==> src/rtl/serial_ripple_subtractor_if.sv <==
// Handshake and operand/result bundle for the bit-serial subtractor.
// master drives the request side; slave is the subtractor itself.
interface serial_ripple_subtractor_if #(
    parameter int WIDTH = 4
);
    logic             start;
    logic [WIDTH-1:0] A;
    logic [WIDTH-1:0] B;
    logic             Bin;
    logic [WIDTH-1:0] D;
    logic             Bout;
    logic             busy;
    logic             done;

    modport master (
        output start, A, B, Bin,
        input  D, Bout, busy, done
    );

    modport slave (
        input  start, A, B, Bin,
        output D, Bout, busy, done
    );
endinterface

==> src/rtl/serial_ripple_subtractor.sv <==
// Bit-serial subtractor: D = A - B - Bin, one bit per clock, LSB first,
// with a single borrow flop rippling between successive bit slices.
//
// state | meaning
// IDLE  | waiting for start; D/Bout hold the last result
// RUN   | one bit processed per edge, counter = bit index
// DONE  | done pulse for one cycle, D/Bout valid
module serial_ripple_subtractor #(
    parameter int WIDTH = 4
) (
    input  logic                      clk,
    input  logic                      rst_n,
    serial_ripple_subtractor_if.slave bus
);
    localparam int CW = $clog2(WIDTH);

    typedef enum logic [1:0] {
        IDLE = 2'd0,
        RUN  = 2'd1,
        DONE = 2'd2
    } state_t;

    state_t           state;
    state_t           state_nxt;
    logic [WIDTH-1:0] a_sr;
    logic [WIDTH-1:0] b_sr;
    logic [WIDTH-1:0] res_sr;
    logic             br;
    logic [CW-1:0]    cnt;
    logic [WIDTH-1:0] d_reg;
    logic             bout_reg;

    logic             accept;
    logic             step;
    logic             last_bit;
    logic             d_bit;
    logic             br_nxt;
    logic [WIDTH-1:0] res_nxt;

    // One full-subtractor slice on the current LSBs
    assign d_bit    = a_sr[0] ^ b_sr[0] ^ br;
    assign br_nxt   = (~a_sr[0] & b_sr[0]) | (~(a_sr[0] ^ b_sr[0]) & br);
    assign res_nxt  = {d_bit, res_sr[WIDTH-1:1]};
    assign last_bit = (cnt == CW'(WIDTH - 1));

    always_ff @(posedge clk or negedge rst_n) begin
        if (!rst_n) begin
            state <= IDLE;
        end else begin
            state <= state_nxt;
        end
    end

    always_comb begin
        state_nxt = state;
        accept    = 1'b0;
        step      = 1'b0;
        bus.busy  = 1'b0;
        bus.done  = 1'b0;
        case (state)
            IDLE: begin
                if (bus.start) begin
                    accept    = 1'b1;
                    state_nxt = RUN;
                end
            end
            RUN: begin
                bus.busy = 1'b1;
                step     = 1'b1;
                if (last_bit) begin
                    state_nxt = DONE;
                end
            end
            DONE: begin
                bus.busy  = 1'b1;
                bus.done  = 1'b1;
                state_nxt = IDLE;
            end
            default: begin
                state_nxt = IDLE;
            end
        endcase
    end

    always_ff @(posedge clk or negedge rst_n) begin
        if (!rst_n) begin
            a_sr   <= '0;
            b_sr   <= '0;
            res_sr <= '0;
            br     <= 1'b0;
            cnt    <= '0;
        end else if (accept) begin
            a_sr   <= bus.A;
            b_sr   <= bus.B;
            br     <= bus.Bin;
            res_sr <= '0;
            cnt    <= '0;
        end else if (step) begin
            a_sr   <= {1'b0, a_sr[WIDTH-1:1]};
            b_sr   <= {1'b0, b_sr[WIDTH-1:1]};
            br     <= br_nxt;
            res_sr <= res_nxt;
            if (!last_bit) begin
                cnt <= cnt + 1'b1;
            end
        end
    end

    // Visible result only moves on the DONE-entry edge, so it is stable through IDLE
    always_ff @(posedge clk or negedge rst_n) begin
        if (!rst_n) begin
            d_reg    <= '0;
            bout_reg <= 1'b0;
        end else if (step && last_bit) begin
            d_reg    <= res_nxt;
            bout_reg <= br_nxt;
        end
    end

    assign bus.D    = d_reg;
    assign bus.Bout = bout_reg;

    a_done_single: assert property (@(posedge clk) disable iff (!rst_n)
        bus.done |=> !bus.done);
    a_done_to_idle: assert property (@(posedge clk) disable iff (!rst_n)
        (state == DONE) |=> (state == IDLE));
    a_result_stable_idle: assert property (@(posedge clk) disable iff (!rst_n)
        (state == IDLE) |=> $stable(bus.D) && $stable(bus.Bout));
endmodule
==> src/flat_wrapper.sv <==
// flat-port wrapper written by rule: the top's interface ports become plain ports
module serial_ripple_subtractor_flat 
#(
    parameter int WIDTH = 4
)
  (clk, rst_n, bus_start, bus_A, bus_B, bus_Bin, bus_D, bus_Bout, bus_busy, bus_done);
  serial_ripple_subtractor_if #(.WIDTH(WIDTH)) bus_i ();
  input  logic clk;
  input  logic rst_n;
  input wire logic [$bits(bus_i.start)-1:0] bus_start;
  input wire logic [$bits(bus_i.A)-1:0] bus_A;
  input wire logic [$bits(bus_i.B)-1:0] bus_B;
  input wire logic [$bits(bus_i.Bin)-1:0] bus_Bin;
  output wire logic [$bits(bus_i.D)-1:0] bus_D;
  output wire logic [$bits(bus_i.Bout)-1:0] bus_Bout;
  output wire logic [$bits(bus_i.busy)-1:0] bus_busy;
  output wire logic [$bits(bus_i.done)-1:0] bus_done;
  assign bus_i.start = bus_start;
  assign bus_i.A = bus_A;
  assign bus_i.B = bus_B;
  assign bus_i.Bin = bus_Bin;
  assign bus_D = bus_i.D;
  assign bus_Bout = bus_i.Bout;
  assign bus_busy = bus_i.busy;
  assign bus_done = bus_i.done;
  serial_ripple_subtractor #(.WIDTH(WIDTH)) u_core (.clk(clk), .rst_n(rst_n), .bus(bus_i));
endmodule
==> config.mk <==
export PLATFORM = sky130hd
export DESIGN_NAME = serial_ripple_subtractor_flat
export DESIGN_NICKNAME = d
export VERILOG_FILES = /design/src/rtl/serial_ripple_subtractor_if.sv /design/src/rtl/serial_ripple_subtractor.sv /design/src/flat_wrapper.sv
export SDC_FILE = /design/constraint.sdc
export NUM_CORES = 1
export LEC_CHECK = 0
export ABC_AREA = 0
export BUFFER_PORTS_ARGS = -buffer_cell sky130_fd_sc_hd__buf_4
export CAP_MARGIN = 10
export CORE_ASPECT_RATIO = 1.1
export CORE_MARGIN = 10
export CORE_UTILIZATION = 49
export DETAILED_ROUTE_END_ITERATION = 8
export PLACE_DENSITY = 0.72
export SLEW_MARGIN = 20
export SYNTH_ARGS = -nofsm -noshare
export SYNTH_HDL_FRONTEND = slang
export SYNTH_SLANG_ARGS = --single-unit
==> constraint.sdc <==
create_clock -name clk -period 4.34 [get_ports clk]
set_input_delay 0.868 -clock clk [delete_from_list [all_inputs] [get_ports clk]]
set_output_delay 0.868 -clock clk [all_outputs]
set_load 0.05 [all_outputs]
Word-level counts from Yosys, hierarchy flattened
Index checks and enable logic that the tools add are counted.
{"block": "totals", "reg_bits": 22, "out_inout_bits": 7}
{"block": "op_classes", "n_addsub": 1, "bitwise_logic": 7, "mux": 19, "reduce_logical": 6, "eq_ne": 6}
{"cell": "$mux 4", "count": 6}
{"cell": "$mux 2", "count": 5}
{"cell": "$mux 1", "count": 7}
{"cell": "$eq 2x2->1 const B", "count": 2}
{"cell": "$ne 2x1->1 const B", "count": 2}
{"cell": "$pmux 2 s2", "count": 1}
{"cell": "$reduce_and 2->1", "count": 2}
{"cell": "$add 2x1->2 const B", "count": 1}
{"cell": "$and 1x1->1", "count": 2}
{"cell": "$eq 2x1->1 const B", "count": 1}
{"cell": "$logic_not 2->1", "count": 1}
{"cell": "$ne 2x2->1 const B", "count": 1}
{"cell": "$not 1->1", "count": 2}
{"cell": "$reduce_bool 2->1", "count": 1}
{"cell": "$reduce_or 2->1", "count": 1}
{"cell": "$xor 1x1->1", "count": 2}
{"cell": "$logic_and 1x1->1", "count": 1}
{"cell": "$or 1x1->1", "count": 1}

Depth between registers and ports, before layout
Gate-level depths: netlist of run 1.
{"block": "logic_depth", "depth_word": 6, "ltp_mapped": 6}

Worst setup path before layout of run 1
Ideal clock, no wire load.
{"block": "synth_timing", "path_kind": "reg-to-output", "from": "register u_core.state[1]", "to": "output port bus_busy", "arrival_time_ns": 0.954, "required_time_ns": 3.472, "path_slack_ns": 2.518, "n_path_buf": 0, "stages_incl_launch_ff": 3, "cell_sequence": "dfrtp_1 -> inv_1 -> ha_1"}
{"block": "synth_via", "elab_chain_len": 3}
{"element": "start: declaration", "line_no": "serial_ripple_subtractor.sv:23", "source": "state_t state;"}
{"element": "start signal: assignment", "line_no": "serial_ripple_subtractor.sv:50", "source": "state <= state_nxt;"}
{"element": "$eq 2x2->1 / $eq 2x1->1 (equally long branches)", "line_no": "serial_ripple_subtractor.sv:60", "source": "case (state)"}
{"element": "$reduce_or 2->1 (no source line) *"}
{"element": "$mux 1 *", "line_no": "serial_ripple_subtractor.sv:60"}
{"element": "end: declaration", "line_no": "flat_wrapper.sv:16", "source": "output wire logic [$bits(bus_i.busy)-1:0] bus_busy;"}
Mark *: on every way between the ends. The rest lies on a longest branch, timed or not.

Final worst setup path of run 1
Ends and elaborated chain as after synthesis.

==> results of run 1 <==
## path summary, 6_finish.rpt
check | from | end | slack [ns] | cells past startpoint
hold / removal | rst_n | u_core.state[1] | 0.43 | 1
setup reg to reg | u_core.state[1] | u_core.bus.D[1] | 2.34 | 4
setup / recovery | u_core.state[1] | bus_busy | 2.23 | 3
min in group clk | u_core.bus.Bout | u_core.bus.Bout | 0.49 | 2
max in group asynchronous | rst_n | u_core.res_sr[2] | 3.70 | 1
hold reg to reg | u_core.bus.Bout | u_core.bus.Bout | 0.49 | 2
## power by group through the flow
stage | sequential [mW] | clock [mW] | combinational, mW
floorplan | 0.400 | 0 | 0.340
global placement | 0.338 | 0 | 0.495
detailed placement | 0.342 | 0 | 0.507
CTS | 0.339 | 0.0923 | 0.507
global route | 0.350 | 0.102 | 0.554
finish | 0.337 | 0.0895 | 0.498
## per-layer routing
layer	GRT usage [%]	vias to the layer above
li1	-	318
met1	9.41	296
met2	14.0	12
met3	2.68	2
met4	2.51	0
met5	0	-
## cell type report
cell class / instances / share of cell area [%]
inverter: 4 / 1.30
tap: 27 / 2.92
timing repair buffer: 18 / 11.7
clock inverter: 1 / 0.432
clock buffer: 3 / 1.94
sequential: 21 / 45.4
multi-input combinational: 57 / 36.4
## cells in the final DEF, fill, tap and decap left out, drive strengths merged, types with 2 or more instances in the layout
| cell type | Yosys | routed |
|---|---|---|
| o21ai | 10 | 10 |
| inv | 4 | 4 |
| nor2b | 2 | 2 |
| mux2 | 6 | 6 |
| nor2 | 6 | 6 |
| nand2b | 2 | 2 |
| nand2 | 11 | 11 |
| mux2i | 10 | 10 |
| buf | 3 | 18 |
| ha | 5 | 5 |
| dfrtp | 21 | 21 |
| clkbuf | 0 | 3 |
## state kept, by name, indices dropped and copies added, names as in the netlist
name and cells:
u_core.b_sr 4, u_core.br 1, u_core.cnt 2, u_core.res_sr 3, u_core.a_sr 4, u_core.state 2
u_core.bus.Bout 1, u_core.bus.D 4
## worst max-delay path, delay by kind of cell (launching register included)
family	cells	cell delay (ns)
DFF	1	0.40
adders and majority gates	1	0.27
buffers and inverters	2	0.27
## kinds of logic (layout without fill, tap and decap cells)
family | count (synthesis) | count (layout) | share of synthesized area [%]
flip-flops | 21 | 21 | 53.6
multiplexers | 16 | 16 | 17.1
buffers and inverters | 7 | 26 | 3.32
adder cells (fa/ha/maj) | 6 | 6 | 8.43
AND/OR/NAND/NOR | 23 | 23 | 10.6
AO/OA/AOI/OAI | 11 | 11 | 6.00
XOR/XNOR | 1 | 1 | 0.894
==> results.md, run 1 <==
* Ant diodes at 0
* Internal power at 0.525 mW
* Drt drc at 0
* CTS root buf: clkbuf_4
* Area after DPL at 1130 sq um
* Filler cells at between 150 and 200
* M1 WL at 765 microns
* Clock skew at about 0.0096 ns
* Peak VDD IR at between 0.6 and 0.7 mV
* Core area at between 1500 and 2000 sq um
* Vias per inst at 4.79
* Post-synth EDFFs at 0
* # IOs at 19
* CP max-delay cell: dfrtp_1
* Die Ht at 66.9 microns
* Worst-Margin Slew at just over 0.7 ns
* Total Routed Length at around 1600 microns
* Dominant cells by area after synthesis: dfrtp_1 (54%), mux2i_1 (10%), ha_1 (6.4%)
* Largest net degree at the start of global routing at 24
* Reg clk slew, reported paths at 0.12 ns
* Leakage at slightly below 0.6 nW
* Met3 wire len at 76 microns
* Initial antenna violation count at 0
* DR pass1 iterations at 4
* Total Routing Usage GR at 8.11%
* Top routing layer in use: met4
* Yosys top cell by area: dfrtp_1
* Crit-path max FO at 3
* Hold-fix buffers at CTS at 0
* Ys async rst share at 100%
* Buffers on Ports at 18
* Minimum clock period at 2.11 ns
* Max-slew violation count at 0
* Yosys top cell area share at a little over half
* Clk pwr share at between 9 and 10%
* Antenna-violating nets left at 0
* HPWL after DPL at 1200 microns
* Num CTS Buffers at 3
* Hold WC Path Type: primary input to asynchronous set/reset pin
* Die ar. at 4190 sq um
* Vias at roughly 630
* CP Cell Sequence: inv_1, ha_1, buf_4
* Yosys warns at 0
* Rel. slew slack at 51.5%
* Fmax at approximately 470 MHz
* Main synth FF type: dfrtp_1
* Grt ovf at 0
* Synth Area per Inst at 11.5 sq um
* Clock Path Buffers at 2
* Worst hold slack at 0.430 ns
* WL per Instance at ~12 microns
* Outcome: complete, no violations
* CTS Sinks at 21
* # resized after CTS at 0
* Seq pwr share at 36.5%
* Met2 wire length at between 700 and 800 microns
* Commonest cells in the netlist: dfrtp_1 (21), nand2_1 (11), mux2i_1 (10)
* Placed insts at around 130
* Pwr Density at 798 nW/um^2
* GP Congestion at 0.670
* Fin area at 1160 sq um
* Post-CTS setup-driven buffer insertion count at 0
* Worst setup margin at 2.23 ns
* CP endpoint kind: output pin
* Die width at 62.6 microns
* Critical Path AT at 1.24 ns
* CP Launch Type: flop
* Final setup viols at 0
* Final worst path period share at 48.5%
* First-pass GRT wire length at 2860 microns
* Power Total at roughly 0.92 mW
* Synthesized flop and latch total at 21
* Worst skew pair latency at roughly 0.29 ns
* Count leader, synth: dfrtp_1
* Syn nets at 103
* Area grow syn2layout at 18.3%
* Final-report hold violation count at 0
* Synthesized area at 980 sq um
* Final #Nets at between 100 and 150
* Critical path's largest stage delay at 0.40 ns
* H-Tree Depth at 1
* Comb power frac at 53.9%
* CP required at around 3.5 ns
* Initial DRC Count at 4
* Area occupied by multi-input gates at around 420 sq um
* CTS tree: built
* Util after Layout at about 63%
* Fin cells at 131
* Std cell rows at 16
* Setup Crit Path Kind: flop to output pin
* Sw Share at 43.2%
* Register area share after synthesis at 53.6%
* FF/Latch Area at 526 sq um
* Distinct cells, synth at 19
* Share of cells above drive strength 1 at 26.0%
* RSZ-0062 raised after global routing: false
* Mapped Cells at 85
* Setup TNS at 0 ns
* Psw at 0.400 mW
* Max Cap Violations at 0
* Initial core utilization at between 50% and 60%
* Vias in the first global route at 686
* Setup WS pre-CTS at 2.33 ns
(Power assumes the default switching activity.)
==> inputs of run 2 (changes only) <==
CORE_UTILIZATION = 47   (was 49)
clock period = 1.8 ns   (was 4.34 ns; I/O delays follow)
==> run 2 against run 1 <==
Effect of this change:
- sequential share of layout area fell by 1.2 points
- critical path depth unchanged
- power is 150% higher
- clock power increased by 150%
- utilization down 3.3 points
- final area increased by 2.8%
- first-iteration DRC count grew to 2.8 times the previous value
- global-route usage rose by 0.65 points
- non-clock buffer count increased by 4
- clock skew is 0.0039 ns lower
==> results.md, run 2 (synthesis results as in run 1) <==
* Critical path origin: u_core.state[0] (was u_core.state[1])
* M2 GR Usage at 14.1% (was 14.0%)
* Fin cells at 136 (was 131)
* Final worst path period share at 89.1%
* Final #Nets at 127 (was 123)
* Peak VDD IR at 1.56 mV (was 0.682 mV)
* Total Routing Usage GR at 8.76% (was 8.11%)
* Vias per inst at 4.74 (was 4.79)
* Clock Path Buffers at 2 (unchanged)
* Area occupied by multi-input gates at 422 sq um (unchanged)
* Core area at 2000 sq um (was 1840 sq um)
* Fmax at ~620 MHz
* Crit-path max FO at 3 (unchanged)
* Std cell rows at 17 (was 16)
* CP endpoint kind: output pin (unchanged)
* Reg clk slew, reported paths at 0.12 ns (about the same)
* Hold Path Stages at 3
* Leakage at 0.599 nW (was 0.582 nW)
* Rel. slew slack at 82.3% (was 51.5%)
* Critical Path AT at 1.24 ns (about the same)
* Max-slew violation count at 0 (unchanged)
* CTS tree: built (unchanged)
* Placed insts at 131 (was 127)
* Drt drc at 0 (unchanged)
* FF/Latch Area at 526 sq um (unchanged)
* Setup WS pre-CTS at 0.250 ns (was 2.33 ns)
* Largest net degree at the start of global routing at 22 (was 24)
* Die width at 63.5 microns (was 62.6 microns)
* Hold WC Path Type: primary input to flop (was primary input to asynchronous set/reset pin)
* Pwr Density at 1930 nW/um^2 (was 798 nW/um^2)
* Buffers on Ports at 18 (unchanged)
* Clock skew at 0.00568 ns (was 0.00958 ns)
* GR Layer Usage met1 at 9.85% (was 9.41%)
* Antenna-violating nets left at 0 (unchanged)
* Die Ht at 67.9 microns (was 66.9 microns)
* Minimum clock period at ~1.6 ns
* DR pass1 iterations at 3 (was 4)
* Busiest grt layer: met2 (unchanged)
* Ant diodes at 0 (unchanged)
* RR Startpoint: u_core.state[1] (unchanged)
* Total Routed Length at 1720 microns (was 1590 microns)
* Worst r2r path cells at 5 (was 4)
* Hold Startpoint: bus_B[1]
* Filler cells at 191 (was 169)
* Power Total at 2.30 mW (was 0.924 mW)
* Worst setup margin at 0.197 ns (was 2.23 ns)
* First-pass GRT wire length at 3000 microns (was 2860 microns)
* Final setup viols at 0 (unchanged)
* WL per Instance at 12.7 microns (was 12.1 microns)
* Hold EP: u_core.b_sr[1]
* Vias at 645 (was 628)
* Setup TNS at 0 ns (unchanged)
* Outcome: complete, no violations (unchanged)
* Share of cells above drive strength 1 at 26.9% (was 26.0%)
* GP Congestion at 0.703 (was 0.670)
* Max Cap Violations at 0 (unchanged)
* Final-report hold violation count at 0 (unchanged)
* Area grow syn2layout at 21.6% (was 18.3%)
* R2R setup slack at 0.25 ns (was 2.34 ns)
* RR Endpoint: u_core.bus.D[1] (unchanged)
* Vias in the first global route at 687 (was 686)
* CTS Sinks at 21 (unchanged)
* Most frequent cells in the layout: buf_4 (21), dfrtp_1 (21), nand2_1 (11) (was dfrtp_1 (21), buf_4 (18), nand2_1 (11))
* CP Launch Type: flop (unchanged)
* Grt ovf at 0 (unchanged)
* Die ar. at 4310 sq um (was 4190 sq um)
* CTS root buf: clkbuf_4 (unchanged)
* RSZ-0062 raised after global routing: false (unchanged)
* Initial antenna violation count at 0 (unchanged)
* CP required at 1.44 ns (was 3.47 ns)
* H-Tree Depth at 1 (unchanged)
* Worst skew pair latency at 0.30 ns (was 0.29 ns)
* Setup Crit Path Kind: flop to output pin (unchanged)
* Initial core utilization at 49.0% (was 53.2%)
* Num CTS Buffers at 3 (unchanged)
* Worst-Margin Slew at 0.265 ns (was 0.728 ns)
* Worst hold slack at 0.263 ns (was 0.430 ns)
* # IOs at 19 (unchanged)
* Initial DRC Count at 11 (was 4)
* Met3 GRT Util at 3.10% (was 2.68%)
-- run 2: cell types whose count changed in the layout (fill, tap and decap cells not counted), sizes merged --
cell,before,now
buf,18,21
clkbuf,3,4
clkinv,1,0
dlygate4sd3,0,1
-- run 2: critical path: stages (launching register included) --
cell and delay [ns]:
dfrtp_1 0.41, inv_1 0.11, ha_1 0.24, buf_4 0.19
-- run 2: worst max-delay path by stage --
stage	end	slack, ns	cells after the start
after global placement	u_core.bus.D[1]	0.30	5
after floorplan	u_core.state[0]	0.39	5
after global routing	bus_busy	0.10	3
final	bus_busy	0.20	3
after CTS	bus_busy	0.18	3
after detailed placement	u_core.bus.D[1]	0.25	5
-- run 2: cell type report --
class,count,area share (%)
timing repair buffer,22,14.1
inverter,4,1.26
sequential,21,44.1
tap,28,2.94
multi-input combinational,57,35.4
clock buffer,4,2.21
-- run 2: per-layer routing --
layer | share of wire (%) | wire [microns]
met1 | 45 | 770
met2 | 49 | 838
met3 | 5.7 | 98
met4 | 0.93 | 16
met5 | 0 | 0
-- run 2: where the power goes --
part	switching (mW)	internal [mW]
clock network	0.137	0.0862
registers	0.119	0.691
logic	0.727	0.539
-- run 2: stage by stage --
stage               util, %  cell area, sq um
detailed placement     57.8              1150
floorplan                 -               980
CTS                    59.6              1190
finish                 59.6              1190
global placement       57.8              1150
global route           59.6              1190
-- run 2: timing repair --
action,CTS,global route
hold buffers,1,0
endpoints found under the hold margin,21,0
resized for setup,0,0
setup buffers,0,0
